### config.mk
export PLATFORM = sky130hd
export DESIGN_NAME = uart_rx_oversampled
export DESIGN_NICKNAME = d
export VERILOG_FILES = /design/src/rtl/uart_pkg.sv /design/src/rtl/sync_2ff.sv /design/src/rtl/uart_rx_oversampled.sv
export SDC_FILE = /design/constraint.sdc
export NUM_CORES = 1
export LEC_CHECK = 0
export CAP_MARGIN = 20
export CORE_MARGIN = 3
export CORE_UTILIZATION = 45
export DETAILED_ROUTE_END_ITERATION = 8
export GPL_TIMING_DRIVEN = 0
export PLACE_DENSITY = 0.66
export SYNTH_ARGS = -nofsm -noshare
export SYNTH_HDL_FRONTEND = slang
export SYNTH_SLANG_ARGS = --single-unit
### constraint.sdc
create_clock -name clk -period 2 [get_ports clk]
set_clock_uncertainty 0.05 [all_clocks]
set_input_delay 0.4 -clock clk [delete_from_list [all_inputs] [get_ports clk]]
set_output_delay 0.4 -clock clk [all_outputs]
set_load 0.01 [all_outputs]
### src/rtl/uart_pkg.sv
// Shared UART definitions: FSM state encoding and default frame constants,
// used by both the receiver and the transmitter.
package uart_pkg;

    typedef enum logic [1:0] {
        IDLE  = 2'd0,
        START = 2'd1,
        DATA  = 2'd2,
        STOP  = 2'd3
    } uart_state_e;

    localparam int DBIT_DEF    = 8;
    localparam int SB_TICK_DEF = 16;
    localparam int OVS_DEF     = 16;

    function automatic int max_int(input int a, input int b);
        return (a > b) ? a : b;
    endfunction

endpackage

### src/rtl/sync_2ff.sv
// Two-flop synchronizer for a single asynchronous bit. The reset value is a
// parameter so an idle-high line can be held at 1 through reset.
module sync_2ff #(
    parameter logic RST_VAL = 1'b1
) (
    input  logic clk,
    input  logic reset_n,
    input  logic d,
    output logic q
);

    logic meta;

    // Two-stage capture of the asynchronous input
    always_ff @(posedge clk or negedge reset_n) begin
        if (!reset_n) begin
            meta <= RST_VAL;
            q    <= RST_VAL;
        end else begin
            meta <= d;
            q    <= meta;
        end
    end

endmodule

### src/rtl/uart_rx_oversampled.sv
// Oversampling UART receiver. The line is synchronized, the start bit is
// qualified at its midpoint, then each data bit and the stop bit are sampled
// one full bit period (OVS ticks) apart.
//
//   state | meaning
//   ------+-----------------------------------------------------------
//   IDLE  | line idle, waiting for rx_s low (no tick needed to leave)
//   START | counting to the start-bit midpoint, rejecting glitches
//   DATA  | shifting in DBIT data bits, LSB first
//   STOP  | waiting SB_TICK ticks, then publishing dout / frame_error
module uart_rx_oversampled
    import uart_pkg::*;
#(
    parameter int DBIT    = DBIT_DEF,
    parameter int SB_TICK = SB_TICK_DEF,
    parameter int OVS     = OVS_DEF
) (
    input  logic            clk,
    input  logic            reset_n,
    input  logic            s_tick,
    input  logic            rx,
    output logic [DBIT-1:0] dout,
    output logic            rx_done_tick,
    output logic            frame_error
);

    localparam int SMAX = max_int(OVS, SB_TICK);
    localparam int SW   = $clog2(SMAX);
    localparam int NW   = $clog2(DBIT);

    localparam logic [SW-1:0] S_HALF = SW'(OVS / 2 - 1);
    localparam logic [SW-1:0] S_BIT  = SW'(OVS - 1);
    localparam logic [SW-1:0] S_STOP = SW'(SB_TICK - 1);
    localparam logic [NW-1:0] N_LAST = NW'(DBIT - 1);

    logic rx_s;

    uart_state_e     state, state_next;
    logic [SW-1:0]   s, s_next;
    logic [NW-1:0]   n, n_next;
    logic [DBIT-1:0] b, b_next;
    logic [DBIT-1:0] dout_next;
    logic            done_next;
    logic            fe_next;

    sync_2ff #(.RST_VAL(1'b1)) u_sync (
        .clk     (clk),
        .reset_n (reset_n),
        .d       (rx),
        .q       (rx_s)
    );

    // State, counters, shift register and registered outputs
    always_ff @(posedge clk or negedge reset_n) begin
        if (!reset_n) begin
            state        <= IDLE;
            s            <= '0;
            n            <= '0;
            b            <= '0;
            dout         <= '0;
            rx_done_tick <= 1'b0;
            frame_error  <= 1'b0;
        end else begin
            state        <= state_next;
            s            <= s_next;
            n            <= n_next;
            b            <= b_next;
            dout         <= dout_next;
            rx_done_tick <= done_next;
            frame_error  <= fe_next;
        end
    end

    // Next-state and datapath update; everything except the IDLE exit waits for s_tick
    always_comb begin
        state_next = state;
        s_next     = s;
        n_next     = n;
        b_next     = b;
        dout_next  = dout;
        fe_next    = frame_error;
        done_next  = 1'b0;

        case (state)
            IDLE: begin
                if (!rx_s) begin
                    state_next = START;
                    s_next     = '0;
                end
            end

            START: begin
                if (s_tick) begin
                    if (s == S_HALF) begin
                        if (!rx_s) begin
                            s_next     = '0;
                            n_next     = '0;
                            state_next = DATA;
                        end else begin
                            state_next = IDLE;
                        end
                    end else begin
                        s_next = s + SW'(1);
                    end
                end
            end

            DATA: begin
                if (s_tick) begin
                    if (s == S_BIT) begin
                        s_next = '0;
                        b_next = {rx_s, b[DBIT-1:1]};
                        if (n == N_LAST) begin
                            state_next = STOP;
                        end else begin
                            n_next = n + NW'(1);
                        end
                    end else begin
                        s_next = s + SW'(1);
                    end
                end
            end

            STOP: begin
                if (s_tick) begin
                    if (s == S_STOP) begin
                        state_next = IDLE;
                        dout_next  = b;
                        done_next  = 1'b1;
                        fe_next    = ~rx_s;
                    end else begin
                        s_next = s + SW'(1);
                    end
                end
            end

            default: state_next = IDLE;
        endcase
    end

endmodule

==> qor.yml <==
global_routing:
  grt_pass1_vias: 896
  gr-total-overflow: 0
  grt_pass1_wl_um: 4050
  grt_max_degree: 20
  antenna_found_initial: 0
  grt_usage: 0.154
sta:
  setup_viol: 0
  relSlewSlack: 0.607
  rsz0062_at_grt: "false"
  final_max_slew_viol_count: 0
  min_period_ns: 1.78
  whs_ns: 0.310
  tightest_slew_ns: 0.588
  post-route-period-util: 0.892
  timing.fmax_mhz: 560
  hold_viol: 0
  setup_tns_ns: 0
clock_tree:
  clockRootBuffer: "clkbuf_4"
  ctsHoldBuffers: 0
  cts_buffers: 5
  cts_buffer_depth: 2
  cts_resized: 0
  h-tree-depth: 2
  clk_transition_reported_paths_ns: 0.09
  clock-sinks: 29
  clkLatencyLatePin_ns: 0.33
  cts_tree: "yes"
  post_cts_buffers: 0
power:
  ir_drop_uv: 498
  power_density_nw_per_um2: 1050
  cellLeakagePower_nw: 0.775
synth:
  async_flop_share: 1.00
  yosys_warnings: 0
  ys.flop_type: "dfrtp_1"
  netlist_top_cells_area: "dfrtp_1 50%, mux2_2 15%, dfstp_2 3.9%, o21ai_0 3.0%, ha_1 2.8%"
  netlist_instances: 106
  synth_area_um2: 1350
  synth_seq_cells: 29
  synth-seq-area-share: 0.540
  yosysTopAreaCell: "dfrtp_1"
  avgSynthCellArea_um2: 12.7
  synth_nets: 113
  synth_top_area_frac: 0.501
  synth_edf_count: 0
  yosysUniqueCellTypes: 33
critical_path:
  crit_path_end_kind: "flip-flop"
  r2r-start: "s[0]"
  worstPathArrival_ns: 1.95
  crit_type: "reg -> reg"
  rrSetupSlack_ns: 0.22
  worstPathMaxFanout: 9
  reg2reg_to: "n[0]"
  start_kind: "flip-flop"
  required_ns: 2.16
  critPathLaunch: "s[0]"
  worstRegToRegCells: 6
routing:
  ant_nets: 0
  vias_per_cell: 5.71
  vias: 908
  wl_um: 2320
  drtIter0Drc: 53
  drc: 0
  drt_pass1_iterations: 4
  wire_per_inst_um: 14.6
layout:
  area_growth_pct: 20.9
  drive_gt1_frac: 0.305
  diodes: 0
  finalNetCount: 134
floorplan:
  initial_core_util: 0.480
  core_um2: 2810
  die_area_um2: 3690
  num_io_pins: 14
  fp.dieH_um: 60.7
  num_rows: 19
  die-width_um: 60.7
run_status:
  status: "finished, final reports clean"
worst_hold_path:
  hold-path-endpoint: "u_sync.q"
  whs_path_depth: 0
  hp-start: "u_sync.meta"
  timing.hold.worst.class: "reg -> reg"
flow_run:
  cap_violations: 0
placement:
  hpwl_um: 1660
  gp_congestion: 0.840
  io_buffers: 13
==> power by group <==
group	switching (mW)	internal, mW	total [mW]
Clock	0.199	0.298	0.497
Combinational	0.258	0.218	0.476
Sequential	0.0754	0.668	0.743
==> metrics by stage <==
| step | cell area (um^2) | total power [mW] | instances | setup WS, ns | utilization |
|---|---|---|---|---|---|
| after detailed placement | 1540 | 1.23 | 151 | 0.00768 | 0.550 |
| after global placement | 1520 | 1.20 | 150 | 0.0122 | 0.541 |
| after global routing | 1630 | 1.83 | 159 | 0.144 | 0.581 |
| after CTS | 1630 | 1.73 | 159 | 0.213 | 0.581 |
| final | 1630 | 1.72 | 159 | 0.215 | 0.581 |
| after floorplan | 1350 | 1.10 | 106 | 0.333 | - |
==> logic make-up after synthesis <==
kind of cell,synth area share
AOI/OAI and AO/OA,0.118
adders and majority gates,0.0279
buffers and inverters,0.0353
DFF,0.540
muxes,0.158
and+or+nand+nor,0.121
==> layer usage <==
metal,routed length [um],global-route usage,part of all wire
met1,1070,0.191,0.46
met5,0,0,0
met2,1070,0.231,0.46
met4,45,0.0743,0.019
met3,143,0.0660,0.062
==> layout by cell type, fill, tap and decap left out, drive strengths merged <==
master	count
a211oi	1
a21oi	4
a22o	3
a31oi	2
a41oi	1
and2	2
and3	3
and3b	1
and4	1
buf	5
bufinv	1
clkbuf	7
clkdlybuf4s50	13
dfrtp	27
dfstp	2
ha	3
inv	4
mux2	18
mux2i	1
nand2	3
nand3	3
nand3b	1
nor2	6
nor2b	2
o2111ai	1
o21ai	8
o21ba	1
o21bai	1
o2bb2ai	2
or3b	1
==> cells in the mapped netlist, types with 3 or more instances <==
cell,count
inv_1,4
nor2_1,5
a22o_1,3
ha_1,3
o21ai_0,8
a21oi_1,4
dfrtp_1,27
mux2_2,18
nand3_1,3
==> state kept, by name, summed over array words and instances (netlist names), named ones only <==
register / count
frame_error: 1
u_sync.meta: 1
rx_done_tick: 1
n: 3
b: 8
s: 4
u_sync.q: 1
state: 1
dout: 8
==> final cells by class <==
type	count	area [um^2]
multi-input cells	69	572
fillers	237	1180
clock inverters	1	30.0
plain buffers	4	32.5
repair buffers	14	158
inverters	4	15.0
clock buffers	7	55.1
well taps	31	38.8
flip-flops and latches	29	728
==> how the worst max path moves through the flow <==
| stage | endpoint | cells past startpoint |
|---|---|---|
| final | n[0] | 6 |
| after global routing | dout[7] | 5 |
| after CTS | n[0] | 6 |
| after detailed placement | n[0] | 5 |
| after global placement | dout[4] | 1 |
| after floorplan | n[0] | 6 |
==> critical path, stage by stage, from the launching register on <==
cell and delay (ns):
dfrtp_1 0.43, ha_1 0.28, and3_4 0.22, and3_4 0.16, buf_6 0.14, nor2b_4 0.13
mux2_2 0.26
No activity file was read; power rests on OpenSTA's default activity.
